File: src/rtl/ram_pkg.sv
// ============================================================================
// Module      : ram_pkg
// Description : Shared types, constants and the byte-merge helper used by
//               the ram_pipe write path and write-first bypass.
// Revision    : 1.0 - initial release
// ============================================================================
`default_nettype none

package ram_pkg;

  typedef enum logic {RAM_CLEAR, RAM_READY} ram_state_e;

  localparam int RDW_READ_FIRST  = 0;
  localparam int RDW_WRITE_FIRST = 1;

  // Widest word the helper handles; callers widen their operands to this
  // size and keep only the low D_WIDTH bits of the result.
  localparam int MAX_DW = 256;
  localparam int MAX_BE = MAX_DW / 8;

  // Replace the bytes of old_w selected by be with the matching bytes of new_w.
  function automatic logic [MAX_DW-1:0] byte_merge(
    input logic [MAX_DW-1:0] old_w,
    input logic [MAX_DW-1:0] new_w,
    input logic [MAX_BE-1:0] be
  );
    logic [MAX_DW-1:0] res;
    res = old_w;
    for (int i = 0; i < MAX_BE; i++) begin
      if (be[i]) res[8*i +: 8] = new_w[8*i +: 8];
    end
    return res;
  endfunction

endpackage

`default_nettype wire

File: src/rtl/ram_rd_pipe.sv
// ============================================================================
// Module      : ram_rd_pipe
// Description : RD_LATENCY-deep read-return shift register carrying
//               {valid, data, err}. Data/err stages load only behind a valid
//               bit so the output word holds between reads.
// Revision    : 1.0 - initial release
// ============================================================================
`default_nettype none

module ram_rd_pipe #(
  parameter int D_WIDTH    = 32,
  parameter int RD_LATENCY = 1
) (
  input  logic               clk,
  input  logic               rst_n,
  input  logic               in_valid,
  input  logic [D_WIDTH-1:0] in_data,
  input  logic               in_err,
  output logic               out_valid,
  output logic [D_WIDTH-1:0] out_data
);

  logic               v [0:RD_LATENCY-1];
  logic [D_WIDTH-1:0] d [0:RD_LATENCY-1];
  logic               e [0:RD_LATENCY-1];

  // Shift the read return forward one stage per cycle; reset flushes all stages.
  always_ff @(posedge clk or negedge rst_n) begin
    if (!rst_n) begin
      for (int i = 0; i < RD_LATENCY; i++) begin
        v[i] <= 1'b0;
        d[i] <= '0;
        e[i] <= 1'b0;
      end
    end else begin
      v[0] <= in_valid;
      if (in_valid) begin
        d[0] <= in_data;
        e[0] <= in_err;
      end
      for (int i = 1; i < RD_LATENCY; i++) begin
        v[i] <= v[i-1];
        if (v[i-1]) begin
          d[i] <= d[i-1];
          e[i] <= e[i-1];
        end
      end
    end
  end

  // Out-of-range reads return zero regardless of what the stage captured.
  assign out_valid = v[RD_LATENCY-1];
  assign out_data  = e[RD_LATENCY-1] ? '0 : d[RD_LATENCY-1];

endmodule

`default_nettype wire

File: src/rtl/ram_pipe.sv
// ============================================================================
// Module      : ram_pipe
// Description : Single-clock simple dual-port RAM with byte enables,
//               configurable read latency, read-during-write policy,
//               address range check and post-reset zero-fill engine.
// Revision    : 1.0 - initial release
// ============================================================================
`default_nettype none

module ram_pipe
  import ram_pkg::*;
#(
  parameter int D_WIDTH        = 32,
  parameter int A_WIDTH        = 5,
  parameter int DEPTH          = 2**A_WIDTH,
  parameter int RD_LATENCY     = 1,
  parameter int RDW_MODE       = 0,
  parameter int CLEAR_ON_RESET = 1
) (
  input  logic                 clk,
  input  logic                 rst_n,
  input  logic                 write_en,
  input  logic [A_WIDTH-1:0]   write_addr,
  input  logic [D_WIDTH-1:0]   write_data,
  input  logic [D_WIDTH/8-1:0] write_be,
  input  logic                 read_en,
  input  logic [A_WIDTH-1:0]   read_addr,
  output logic [D_WIDTH-1:0]   read_data,
  output logic                 read_valid,
  output logic                 init_busy,
  output logic                 addr_err
);

  logic [D_WIDTH-1:0] mem [0:DEPTH-1];

  ram_state_e         state;
  ram_state_e         next_state;
  logic [A_WIDTH-1:0] clr_cnt;
  logic               clr_last;
  logic               ready;
  logic               wr_ok;
  logic               rd_ok;
  logic               wr_fire;
  logic               rd_fire;
  logic               rdw_hit;
  logic [D_WIDTH-1:0] wr_old;
  logic [D_WIDTH-1:0] wr_word;
  logic [D_WIDTH-1:0] rd_word;
  logic [D_WIDTH-1:0] rd_pipe_in;
  logic [MAX_DW-1:0]  wr_merge_full;
  logic [MAX_DW-1:0]  byp_merge_full;

  // State register: CLEAR after reset when zero-fill is enabled, else READY.
  always_ff @(posedge clk or negedge rst_n) begin
    if (!rst_n) state <= (CLEAR_ON_RESET != 0) ? RAM_CLEAR : RAM_READY;
    else        state <= next_state;
  end

  // Next state: leave CLEAR once the last word has been zeroed; READY is terminal.
  always_comb begin
    next_state = state;
    ready      = (state == RAM_READY);
    init_busy  = (state == RAM_CLEAR);
    clr_last   = (32'(clr_cnt) == DEPTH - 1);
    if (state == RAM_CLEAR && clr_last) next_state = RAM_READY;
  end

  // Clear counter walks the array once per reset.
  always_ff @(posedge clk or negedge rst_n) begin
    if (!rst_n)                  clr_cnt <= '0;
    else if (state == RAM_CLEAR) clr_cnt <= clr_cnt + A_WIDTH'(1);
  end

  // Request decode, byte merge and write-first bypass; out-of-range words read as zero.
  always_comb begin
    wr_ok          = (32'(write_addr) < DEPTH);
    rd_ok          = (32'(read_addr) < DEPTH);
    wr_fire        = ready && write_en && wr_ok;
    rd_fire        = ready && read_en;
    wr_old         = wr_ok ? mem[write_addr] : '0;
    rd_word        = rd_ok ? mem[read_addr] : '0;
    wr_merge_full  = byte_merge(MAX_DW'(wr_old), MAX_DW'(write_data), MAX_BE'(write_be));
    wr_word        = wr_merge_full[D_WIDTH-1:0];
    byp_merge_full = byte_merge(MAX_DW'(rd_word), MAX_DW'(write_data), MAX_BE'(write_be));
    rdw_hit        = (RDW_MODE == RDW_WRITE_FIRST) && wr_fire && rd_ok &&
                     (write_addr == read_addr);
    rd_pipe_in     = rdw_hit ? byp_merge_full[D_WIDTH-1:0] : rd_word;
  end

  // Array write port: zero-fill during CLEAR, byte-merged user writes in READY.
  always_ff @(posedge clk) begin
    if (state == RAM_CLEAR) mem[clr_cnt]    <= '0;
    else if (wr_fire)       mem[write_addr] <= wr_word;
  end

  // One pulse per cycle containing any accepted out-of-range request.
  always_ff @(posedge clk or negedge rst_n) begin
    if (!rst_n) addr_err <= 1'b0;
    else        addr_err <= ready && ((write_en && !wr_ok) || (read_en && !rd_ok));
  end

  ram_rd_pipe #(
    .D_WIDTH    (D_WIDTH),
    .RD_LATENCY (RD_LATENCY)
  ) u_rd_pipe (
    .clk       (clk),
    .rst_n     (rst_n),
    .in_valid  (rd_fire),
    .in_data   (rd_pipe_in),
    .in_err    (!rd_ok),
    .out_valid (read_valid),
    .out_data  (read_data)
  );

endmodule

`default_nettype wire

File: config.mk
export PLATFORM = sky130hd
export DESIGN_NAME = ram_pipe
export DESIGN_NICKNAME = d
export VERILOG_FILES = /design/src/rtl/ram_pkg.sv /design/src/rtl/ram_rd_pipe.sv /design/src/rtl/ram_pipe.sv
export SDC_FILE = /design/constraint.sdc
export NUM_CORES = 1
export LEC_CHECK = 0
export CELL_PAD_IN_SITES_DETAIL_PLACEMENT = 1
export CELL_PAD_IN_SITES_GLOBAL_PLACEMENT = 1
export CORE_ASPECT_RATIO = 0.75
export CORE_MARGIN = 2
export CORE_UTILIZATION = 50
export CTS_BUF_LIST = sky130_fd_sc_hd__clkbuf_4
export DETAILED_ROUTE_END_ITERATION = 10
export MAX_ROUTING_LAYER = met4
export PLACE_DENSITY = 0.86
export SYNTH_ARGS = -nofsm -noshare
export SYNTH_HDL_FRONTEND = slang
export SYNTH_HIERARCHICAL = 1
export SYNTH_SLANG_ARGS = --single-unit
File: constraint.sdc
create_clock -name clk -period 3.6 [get_ports clk]
set_input_delay 0.54 -clock clk [delete_from_list [all_inputs] [get_ports clk]]
set_output_delay 0.54 -clock clk [all_outputs]
set_load 0.05 [all_outputs]
[Yosys cells after proc, flatten, opt, wreduce, memory -nomap -nowiden]
Memories as Yosys holds them, arrays and structs flattened. A register that Yosys moved wholly into a read port is not among the register bits.
Index checks and enable logic that the tools add are counted.
Word-level totals
  flip-flop bits (word level): 7
  input port bits: 50
  word-level logic and storage cells: 31
  output and inout port bits: 35
  bits in writable memories: 1024
  memories: 1
Cells by class
  add/sub/neg operators: 1
  eq/ne operators: 5
  reduce and logical (&&, ||, !) cells: 9
  mux-type cells: 11
  bitwise logic cells: 1
Memories
  mem: words 32, bits a word 32, read ports 1, clocked after memory_dff 1, write ports 1, RTL line ram_pipe.sv:34  | logic [D_WIDTH-1:0] mem [0:DEPTH-1];
Operators by type and width (count)
  two-way mux 32 bit: 1
  two-way mux 8 bit: 4
  OR reduction 32 bit: 1
  AND reduction 2 bit: 4
  adder 5 x 1 -> 5 bit, second input constant: 1
  == test 5 bit, second input constant: 1
  two-way mux 5 bit: 1
  two-way mux 1 bit: 4
  two-way mux 4 bit: 1
  != test 1 bit, second input constant: 4
  logical AND 1 bit: 3
  logical NOT 1 bit: 1
  NOT 1 bit: 1

[Longest topological paths before layout]
Gate-level depths: netlist of run 1.
  word-level depth: 7
  depth in mapped cells: 9
  gate-level depth less buffers: 6

[By module]
The synthesis of run 1 kept the hierarchy.
Modules (own cells, without submodules)
  ram_pipe: area each 40996.8 µm², seq. area each 30899.6 µm², cells an instance 2449, instances 1
  ram_rd_pipe: area each 1642.8 µm², seq. area each 850.8 µm², cells an instance 106, instances 1

[Worst setup path before layout of run 1]
Ideal clock, no wire load.
  path kind: input-to-reg
  start: input port write_be[0]
  end: memory mem[11][0] (enable)
  setup slack: 1.254 ns
  setup time: 0.370 ns
  buffers on the path: 2
  arrival: 1.976 ns
  stages: 7
  path through: nor4_2 nor2_2 buf_6 mux2i_4 nand2_4 buf_6 nor2_1
Between the ends
  word-level cells in the longest chain between the ends: 4
  elaborated cells between the ends (all ways): 5
RTL lines
  from (decl): RTL line ram_pipe.sv:25  | input logic [D_WIDTH/8-1:0] write_be,
  != test 1 bit (no line) (*)
  AND reduction 2 bit (no line) (*)
  OR reduction 32 bit (no line)
  two-way mux 5 bit (no line) / two-way mux 4 bit (equally long branches)
  to (decl): RTL line ram_pipe.sv:34
Every way passes the cells marked *; elsewhere a longest branch is shown, timed or not.

==> qor.yml, run 1 <==
flow_run:
  maxCapViolCount: 0
critical_path:
  worstPathArrival_ps: 3020
  r2r_slack_ps: 510
  worstSetupEndpointType: "output port"
  critical_path_class: "flop to output port"
  startpoint_type: "flop"
  ff2ff_path_depth: 8
  regToRegStartpoint: "ready$_DFFE_PN0P_"
  cp_max_fo: 31
  worstPathRequired_ps: 3060
  r2r_end: "mem[7][15]$_DFFE_PP_"
global_route:
  antenna_found_initial: 8
  grt_pass1_wl_um: 194000
  grt_max_degree: 72
  grt_usage: 0.312
  overflow: 0
  grt_pass1_vias: 28378
outcome:
  outcome: "complete, no violations"
clocking:
  clock_latency_ps: 1150
  clock-root-buffer: "clkbuf_4"
  cts_max_level: 5
  path_clk_slew_ps: 80
  cts.sinks: 1064
  cts_tree: "yes"
  clockBufferDepth: 4
  cts_buffers: 279
logic_synthesis:
  postSynthAreaPerCell_um2: 16.7
  synth_top_area_cell: "edfxtp_1"
  syn_inst: 2555
  ys_warn_count: 6
  synth_top_area_share: 0.721
  synth_cell_types: 40
  synth.most_common_cell: "edfxtp_1"
  synth_area_um2: 42600
  synth-async-reset-ratio: 0.0376
  ys_top_cells_by_area: "edfxtp_1 72%, mux2i_1 12%, dfrtp_1 2.3%, a22oi_1 1.7%, a22o_1 1.3%"
  ys_seq_area_frac: 0.745
  synth_edf_count: 1024
  synthTopCellsByCount: "1,024 x edfxtp_1, 512 x mux2i_1, 132 x nor2_1, 113 x nand2_1, 97 x a21oi_1"
  synth_seq_cells: 1064
  synth_flop_cell: "edfxtp_1"
drt:
  dr.pass1.iters: 6
  wl_per_cell_um: 31.3
  avgViaCountPerCell: 6.23
  antenna_left: 0
  wl_um: 133000
  vias: 26509
  drc_errors: 0
  drtIter0Drc: 3646
floorplan:
  start_util: 0.506
  dieArea_um2: 87700
  core-area_um2: 84300
  pin_count: 85
  die_w_um: 341
  die_h_um: 257
  num_rows: 92
sta:
  timing.fmax_mhz: 281
  period_minus_slack_ps: 3560
  worst_pin_slew_ps: 1260
  period_share: 0.989
  finalHoldViolCount: 0
  finalSetupViolations: 0
  grt_setup_unrepaired: "no"
  fin_ws_ps: 37.8
  skew_ps: 103
  slew_headroom: 0.149
  slew_violations: 0
  fin_setup_tns_ps: 0
layout:
  seq_area_um2: 31800
  multi_input_area_um2: 10100
  area_growth_pct: 14.8
  drive_gt1_frac: 0.204
  fillers: 7856
  fin_nets: 2982
pwr:
  cellLeakagePower_nw: 19.1
  peakVddDrop_v: 0.000275
  power.density_nw_per_um2: 534
placed_design:
  place_ws_ps: -123
  hpwlAfterDp_um: 77000
  portBuffers: 83
  gp_congestion: 0.858
min_path:
  min_path_type: "primary input to async pin"
-- worst max-delay path, stage by stage, from the launching register on --
cell and delay [ps]:
dfrtp_2 520, buf_6 390, and2b_1 230, clkdlybuf4s50_1 710
-- state kept, by name (all words and copies together), names as in the netlist --
signal,flops
ready,1
u_rd_pipe/e,1
clr_cnt,5
u_rd_pipe/out_valid,1
mem,1024
u_rd_pipe/d,32
-- repair_timing --
item,in CTS,in global routing
resized for setup,6,0
hold buffers,1,0
setup buffers,0,0
setup endpoints to repair,27,0
endpoints found under the hold margin,24,0
-- per-stage QoR --
stage	utilization	hold WS (ps)	cells	instance area [um2]	power, mW
finish	0.581	106	4254	48900	26.1
global route	0.581	135	4252	48900	26.8
CTS	0.581	55.9	4245	48900	26.2
detailed placement	0.541	493	3776	45600	15.8
global placement	0.541	490	3776	45600	15.7
floorplan	-	244	2556	42600	15.0
-- per-layer routing --
layer / vias up / part of all wire / routed length [um] / global-route usage
met5: - / 0 / 0 / -
met2: 1821 / 0.47 / 62800 / 0.476
li1: 10823 / - / - / -
met3: 367 / 0.11 / 14500 / 0.0764
met1: 13498 / 0.38 / 50900 / 0.403
met4: 0 / 0.038 / 5100 / 0.131
-- power breakdown --
group / leakage (nW) / internal (mW) / switching (mW)
Clock: 2.02 / 5.30 / 5.22
Combinational: 5.95 / 0.631 / 1.29
Sequential: 11.2 / 13.6 / 0.0455
-- kinds of logic after synthesis --
| logic type | Yosys count | synth area share |
|---|---|---|
| flip-flops | 1064 | 0.745 |
| multiplexers | 549 | 0.133 |
| AND/OR/NAND/NOR | 478 | 0.0531 |
| AO/OA/AOI/OAI | 304 | 0.0488 |
| buffers and inverters | 154 | 0.0193 |
| XOR/XNOR | 3 | 0.000616 |
| adder cells (fa/ha/maj) | 2 | 0.000587 |
| other | 1 | 0.0000879 |
-- layout by cell type, fill, tap and decap left out, drive strengths merged, types with 55 or more instances in the layout --
master,instances
a21oi,97
a22o,64
a22oi,96
buf,164
clkbuf,406
clkdlybuf4s50,76
clkinv,55
edfxtp,1024
mux2i,513
nand2,117
nand3,96
nor2,133
-- area by class of cell --
cell class	instances	area share
Multi-Input combinational cell	1338	0.206
Inverter	1	0.0000767
Timing Repair Buffer	246	0.0473
Antenna cell	9	0.000460
Clock buffer	406	0.0623
Sequential cell	1064	0.649
Clock inverter	62	0.00598
Tap cell	1128	0.0288
-- worst max path at each step --
stage / end / from / slack, ps
after floorplan: mem[11][0]$_DFFE_PP_ / write_be[0] / 1250
after global placement: mem[7][18]$_DFFE_PP_ / write_en / 120
after detailed placement: mem[7][9]$_DFFE_PP_ / write_en / -120
after CTS: read_data[9] / u_rd_pipe/e$_DFFE_PN0P_ / 10
after global routing: read_data[9] / u_rd_pipe/e$_DFFE_PN0P_ / 10
final: read_data[9] / u_rd_pipe/e$_DFFE_PN0P_ / 40
Power figures use the tool's default switching activity.
==> run 2: changes to the inputs <==
CTS_CLUSTER_DIAMETER = 80   (was not set)
==> results of run 2 <==
The final DEF is identical to that of run 1; final timing and power are the same.
